--- src/rtl/mem_copier_if.sv ---
// Data-memory bus between mem_copier (master) and a single-port memory (slave).
// MemRData is combinational from MemAddress in the same cycle as MemRead.
interface mem_copier_if #(
  parameter int ADDR_W = 8,
  parameter int DATA_W = 8
);
  logic [ADDR_W-1:0] MemAddress;
  logic              MemRead;
  logic              MemWrite;
  logic [DATA_W-1:0] MemWData;
  logic [DATA_W-1:0] MemRData;

  modport master (
    output MemAddress,
    output MemRead,
    output MemWrite,
    output MemWData,
    input  MemRData
  );

  modport slave (
    input  MemAddress,
    input  MemRead,
    input  MemWrite,
    input  MemWData,
    output MemRData
  );
endinterface

--- src/rtl/mem_copier.sv ---
// Byte copy / fill engine: copy alternates READ and WRITE per byte, fill writes every cycle.
// state | meaning
// IDLE  | waiting for Start; Remaining holds its last value
// READ  | fetch the byte at the source pointer into the data register
// WRITE | store one byte at the destination pointer, advance pointers
// DONE  | one-cycle completion pulse
module mem_copier #(
  parameter int ADDR_W = 8,
  parameter int DATA_W = 8
) (
  input  logic              CLK,
  input  logic              Reset_n,
  input  logic              Start,
  input  logic              Mode,
  input  logic [ADDR_W-1:0] SrcAddr,
  input  logic [ADDR_W-1:0] DstAddr,
  input  logic [ADDR_W-1:0] Length,
  input  logic [DATA_W-1:0] FillValue,
  input  logic              Abort,
  output logic              Busy,
  output logic              Done,
  output logic [ADDR_W-1:0] Remaining,
  mem_copier_if.master      memBus
);

  typedef enum logic [1:0] {
    IDLE  = 2'd0,
    READ  = 2'd1,
    WRITE = 2'd2,
    DONE  = 2'd3
  } state_t;

  state_t            stateCur;
  state_t            stateNext;
  logic [ADDR_W-1:0] srcPtr;
  logic [ADDR_W-1:0] dstPtr;
  logic [DATA_W-1:0] dataReg;
  logic [DATA_W-1:0] fillValue;
  logic              fillMode;

  always_ff @(posedge CLK or negedge Reset_n) begin
    if (!Reset_n) begin
      stateCur <= IDLE;
    end else begin
      stateCur <= stateNext;
    end
  end

  // Memory-facing outputs decode only registered state; Start/Abort only steer stateNext.
  always_comb begin
    stateNext         = stateCur;
    memBus.MemRead    = 1'b0;
    memBus.MemWrite   = 1'b0;
    memBus.MemAddress = '0;
    memBus.MemWData   = '0;
    Busy              = 1'b0;
    Done              = 1'b0;
    case (stateCur)
      IDLE: begin
        if (Start) begin
          if (Length == '0) begin
            stateNext = DONE;
          end else if (Mode) begin
            stateNext = WRITE;
          end else begin
            stateNext = READ;
          end
        end
      end
      READ: begin
        Busy              = 1'b1;
        memBus.MemRead    = 1'b1;
        memBus.MemAddress = srcPtr;
        stateNext         = Abort ? IDLE : WRITE;
      end
      WRITE: begin
        Busy              = 1'b1;
        memBus.MemWrite   = 1'b1;
        memBus.MemAddress = dstPtr;
        memBus.MemWData   = fillMode ? fillValue : dataReg;
        if (Abort) begin
          stateNext = IDLE;
        end else if (Remaining == ADDR_W'(1)) begin
          stateNext = DONE;
        end else begin
          stateNext = fillMode ? WRITE : READ;
        end
      end
      DONE: begin
        Done      = 1'b1;
        stateNext = IDLE;
      end
      default: stateNext = IDLE;
    endcase
  end

  always_ff @(posedge CLK or negedge Reset_n) begin
    if (!Reset_n) begin
      srcPtr    <= '0;
      dstPtr    <= '0;
      dataReg   <= '0;
      fillValue <= '0;
      fillMode  <= 1'b0;
      Remaining <= '0;
    end else begin
      case (stateCur)
        IDLE: begin
          if (Start) begin
            srcPtr    <= SrcAddr;
            dstPtr    <= DstAddr;
            Remaining <= Length;
            fillMode  <= Mode;
            fillValue <= FillValue;
          end
        end
        READ: begin
          if (Abort) begin
            Remaining <= '0;
          end else begin
            dataReg <= memBus.MemRData;
          end
        end
        WRITE: begin
          // An aborted write still commits in memory; only the count is cleared.
          if (Abort) begin
            Remaining <= '0;
          end else begin
            srcPtr    <= srcPtr + ADDR_W'(1);
            dstPtr    <= dstPtr + ADDR_W'(1);
            Remaining <= Remaining - ADDR_W'(1);
          end
        end
        default: ;
      endcase
    end
  end

endmodule
--- src/flat_wrapper.sv ---
// flat-port wrapper written by rule: the top's interface ports become plain ports
module mem_copier_flat 
#(
  parameter int ADDR_W = 8,
  parameter int DATA_W = 8
)
  (CLK, Reset_n, Start, Mode, SrcAddr, DstAddr, Length, FillValue, Abort, Busy, Done, Remaining, memBus_MemAddress, memBus_MemRead, memBus_MemWrite, memBus_MemWData, memBus_MemRData);
  mem_copier_if #(.ADDR_W(ADDR_W), .DATA_W(DATA_W)) memBus_i ();
  input  logic CLK;
  input  logic Reset_n;
  input  logic Start;
  input  logic Mode;
  input  logic [ADDR_W-1:0] SrcAddr;
  input  logic [ADDR_W-1:0] DstAddr;
  input  logic [ADDR_W-1:0] Length;
  input  logic [DATA_W-1:0] FillValue;
  input  logic Abort;
  output logic Busy;
  output logic Done;
  output logic [ADDR_W-1:0] Remaining;
  output wire logic [$bits(memBus_i.MemAddress)-1:0] memBus_MemAddress;
  output wire logic [$bits(memBus_i.MemRead)-1:0] memBus_MemRead;
  output wire logic [$bits(memBus_i.MemWrite)-1:0] memBus_MemWrite;
  output wire logic [$bits(memBus_i.MemWData)-1:0] memBus_MemWData;
  input wire logic [$bits(memBus_i.MemRData)-1:0] memBus_MemRData;
  assign memBus_MemAddress = memBus_i.MemAddress;
  assign memBus_MemRead = memBus_i.MemRead;
  assign memBus_MemWrite = memBus_i.MemWrite;
  assign memBus_MemWData = memBus_i.MemWData;
  assign memBus_i.MemRData = memBus_MemRData;
  mem_copier #(.ADDR_W(ADDR_W), .DATA_W(DATA_W)) u_core (.CLK(CLK), .Reset_n(Reset_n), .Start(Start), .Mode(Mode), .SrcAddr(SrcAddr), .DstAddr(DstAddr), .Length(Length), .FillValue(FillValue), .Abort(Abort), .Busy(Busy), .Done(Done), .Remaining(Remaining), .memBus(memBus_i));
endmodule
--- config.mk ---
export PLATFORM = sky130hd
export DESIGN_NAME = mem_copier_flat
export DESIGN_NICKNAME = d
export VERILOG_FILES = /design/src/rtl/mem_copier_if.sv /design/src/rtl/mem_copier.sv /design/src/flat_wrapper.sv
export SDC_FILE = /design/constraint.sdc
export NUM_CORES = 1
export LEC_CHECK = 0
export ABC_AREA = 1
export CORE_MARGIN = 8
export CORE_UTILIZATION = 45
export CTS_BUF_LIST = sky130_fd_sc_hd__clkbuf_4 sky130_fd_sc_hd__clkbuf_8 sky130_fd_sc_hd__clkbuf_16
export DETAILED_ROUTE_END_ITERATION = 6
export GPL_TIMING_DRIVEN = 0
export PLACE_DENSITY_LB_ADDON = 0.15
export REMOVE_ABC_BUFFERS = 1
export SYNTH_ARGS = -nofsm -noshare
export SYNTH_HDL_FRONTEND = slang
export SYNTH_SLANG_ARGS = --single-unit
--- constraint.sdc ---
create_clock -name CLK -period 2.1 [get_ports CLK]
set_clock_uncertainty 0.2 [all_clocks]
set_input_delay 0.42 -clock CLK [delete_from_list [all_inputs] [get_ports CLK]]
set_output_delay 0.42 -clock CLK [all_outputs]
set_load 0.005 [all_outputs]
==> metrics, run 1 <==
Mean Syn Cell Area=7.31 um^2; drt wl/cell=14.4 um; worst min path class=reg2reg; share of post-route cells with drive strength above 1=slightly above 20%; GRT Total Usage=between 10% and 20%; Fin. Hold Viols=0; maximum VDD drop=0.000833 V; Core Box Area=5890 um^2; maxcap violations=0; violated checks=negative setup slack; Worst path slowest cell=dfrtp_1; met2 GRT Util=31.0%; Finished Cell Area=between 3000 and 4000 um^2; DR vias/cell=5.01; Final Max Slew Viols=0; crit-path max FO=6; status=finished with violations; final clock period utilization by the worst path=103%; Seq pwr share=between 20% and 30%; Max Root-Sink Buffers=2; Pre-antenna DRT Iters=4; CTS tree=done; Num CTS Buffers=5; Seq/Total Area, Yosys=39.7%; met1 Usage GRT=22.1%; number of remaining DRC errors=0; Cell Rows=28; Clock Tree Root=clkbuf_8; yosys warns=0; number of buffers added on ports=between 70 and 80; Final setup violation count=7; FF+latch count, synth=43; clock period minus final worst setup slack=roughly 2.2 ns; Post-Syn Instances=371; max incr delay on CP=0.39 ns; CP cell instances=inv_2, ha_4, buf_6, nand2_8, o22ai_2, buf_2; sw power=about 2.7 mW; Final WS setup=-0.0667 ns; Distinct cells, synth=30; Comb pwr share=62.9%; initial core utilization=approximately 46%; largest net degree at the start of global routing=36; vias in the first global route=2735; power density cells=1530 nW/um^2; Switching Share=45.8%; met3 global-route usage=4.41%; clk slew on worst S/H paths=around 0.09 ns; Die Span X=around 94 um; total die area=8770 um^2; Mapped Area=2710 um^2; post-route antenna net violation count=0; grt ovf=0; RSZ-0062 raised after global routing=true; initial antenna violation count=0; Area Overhead vs Synth=41.8%; LEAKAGE=1.89 nW; critical path endpoint category=output pin; GRT Max-Usage Layer=met2; final WL=7760 um; IO Count=73; fillers=547; total power draw=5.89 mW; Post-DP HPWL=about 5300 um; dpl ws=-1.30 ns; setup_tns=-0.336 ns; CTS H-tree lvls=2; global-route wire length before repair=~13000 um; Critical Path RT=1.48 ns; arrival time at the worst endpoint=1.55 ns; # diodes=0; actual slew at the worst max-slew pin=approximately 0.43 ns; Final #Nets=516; internal power=3.19 mW; Clock Power Share=9.4%; routability cong.=~0.86; Initial DRC Count=97; CP Class=reg2out; DR vias=2698; max_slew headroom=71.4%; Die Ht=93.6 um; worst-skew pair later-pin latency=0.30 ns; hold slack=around 0.3 ns; Placement Cell Area=roughly 3500 um^2; Max Clock Freq=462 MHz; CTS sink cnt=43; crit path launch type=flop
Yosys cell counts:
library cell / n / share of area [%]
nor2_1: 48 / 6.6
clkinv_1: 1 / 0.14
nand2_4: 1 / 0.42
o211ai_1: 1 / 0.28
buf_6: 3 / 1.2
buf_2: 4 / 0.74
o31ai_2: 2 / 0.92
nand2_1: 100 / 14
xor2_1: 4 / 1.3
dfrtp_1: 43 / 40
o21ai_1: 11 / 2.0
inv_4: 1 / 0.23
ha_1: 9 / 4.2
inv_2: 4 / 0.55
inv_1: 46 / 6.4
a22oi_2: 2 / 0.92
clkbuf_1: 2 / 0.28
nand3_1: 20 / 3.7
a21boi_1: 1 / 0.28
nand3_2: 1 / 0.37
nand3b_2: 1 / 0.42
mux2_2: 8 / 3.3
o21ai_0: 25 / 4.6
nor3_1: 2 / 0.37
a22oi_1: 2 / 0.55
nand2_2: 2 / 0.46
o22ai_1: 13 / 3.0
a21oi_1: 8 / 1.5
nand4_1: 4 / 0.92
nor2_4: 2 / 0.83
critical path: cells and delay by family (launching register included):
family | cells | cell delay [ns]
DFF | 1 | 0.39
buffers and inverters | 3 | 0.35
adders and majority gates | 1 | 0.30
AOI/OAI and AO/OA | 1 | 0.14
and+or+nand+nor | 1 | 0.07
registers in the layout, indices dropped and copies added (netlist names):
register	count
u_core.dataReg	8
u_core.dstPtr	8
u_core.fillMode	1
u_core.fillValue	8
u_core.srcPtr	8
u_core.Remaining	8
u_core.stateCur	2
metrics by stage:
stage,utilization [%],instances
after floorplan,-,362
after global placement,58.9,509
final,65.3,538
after global routing,65.3,538
after CTS,63.5,532
after detailed placement,59.1,510
area by class of cell:
cell class              instances  area, um^2  area share (%)
well taps                      75        93.8            2.44
clock inverters                 2        12.5           0.325
multi-input cells             267        1520            39.6
inverters                      52         209            5.43
repair buffers                 93         856            22.3
clock buffers                   6        76.3            1.98
flip-flops and latches         43        1080            28.0
cell families after synthesis:
family                     Yosys count  synth area share (%)
and+or+nand+nor                    181                  28.0
DFF                                 43                  39.7
xor gates and xnor gates             4                  1.29
AOI/OAI and AO/OA                   65                  14.1
adders and majority gates            9                  4.15
buffers and inverters               61                  9.55
muxes                                8                  3.32
metal layers:
metal | vias to the layer above | wire (um)
met1 | 1253 | 3390
met3 | 6 | 388
met5 | - | 0
met4 | 0 | 58
met2 | 62 | 3920
li1 | 1377 | -
power by group through the flow:
stage | combinational (mW) | sequential (mW) | clock (mW)
2_1_floorplan | 1.97 | 1.52 | 0
3_3_place_gp | 2.96 | 1.60 | 0
3_5_place_dp | 3.02 | 1.61 | 0
4_1_cts | 3.38 | 1.59 | 0.561
5_1_grt | 4.14 | 1.69 | 0.596
6_report | 3.71 | 1.63 | 0.554
final timing paths:
check | cells after the start | from | to | slack [ns]
setup / recovery | 6 | u_core.stateCur[1]$_DFFE_PN0P_ | memBus_MemAddress[2] | -0.07
hold / removal | 2 | u_core.dstPtr[7]$_DFFE_PN0P_ | u_core.dstPtr[7]$_DFFE_PN0P_ | 0.29
setup reg to reg | 13 | u_core.stateCur[0]$_DFFE_PN0P_ | u_core.srcPtr[5]$_DFFE_PN0P_ | 0.11
hold reg to reg | 2 | u_core.dstPtr[7]$_DFFE_PN0P_ | u_core.dstPtr[7]$_DFFE_PN0P_ | 0.29
max in group asynchronous | 3 | Reset_n | u_core.fillMode$_DFFE_PN0P_ | 0.92
min in group asynchronous | 2 | Reset_n | u_core.dstPtr[4]$_DFFE_PN0P_ | 0.30
layout by cell type, fill, tap and decap left out, drive strengths merged, types with 2 or more instances in the layout:
cell type / instances
nand2: 103
nor3: 2
xor2: 4
mux2: 8
a21oi: 8
o31ai: 2
clkbuf: 7
a22oi: 4
dfrtp: 43
o22ai: 13
clkinv: 3
nor2: 50
clkdlybuf4s50: 51
buf: 36
nand3: 21
ha: 9
o21ai: 36
inv: 50
nand4: 4
dlygate4sd2: 3
repair_timing:
action                     4_1_cts  5_1_grt
setup endpoints to repair       45       26
pin swaps                        5       10
setup buffers                   14        6
hold endpoints to repair         8        0
resized for setup               87       35
hold buffers                     1        0
Power figures use the tool's default switching activity.
==> run 2: changes to the inputs <==
--- a/config.mk
+++ b/config.mk
@@ -9,6 +9,7 @@
 export CORE_MARGIN = 8
 export CORE_UTILIZATION = 45
 export CTS_BUF_LIST = sky130_fd_sc_hd__clkbuf_4 sky130_fd_sc_hd__clkbuf_8 sky130_fd_sc_hd__clkbuf_16
+export CTS_CLUSTER_SIZE = 30
 export DETAILED_ROUTE_END_ITERATION = 6
 export GPL_TIMING_DRIVEN = 0
 export PLACE_DENSITY_LB_ADDON = 0.15
==> results of run 2 <==
No change in the layout: final DEF, timing and power equal those of run 1.
==> run 3: changes to the inputs <==
--- a/config.mk
+++ b/config.mk
@@ -6,6 +6,7 @@
 export NUM_CORES = 1
 export LEC_CHECK = 0
 export ABC_AREA = 1
+export CAP_MARGIN = 5
 export CORE_MARGIN = 8
 export CORE_UTILIZATION = 45
 export CTS_BUF_LIST = sky130_fd_sc_hd__clkbuf_4 sky130_fd_sc_hd__clkbuf_8 sky130_fd_sc_hd__clkbuf_16
==> results of run 3 <==
No change in the layout: final DEF, timing and power equal those of run 1.
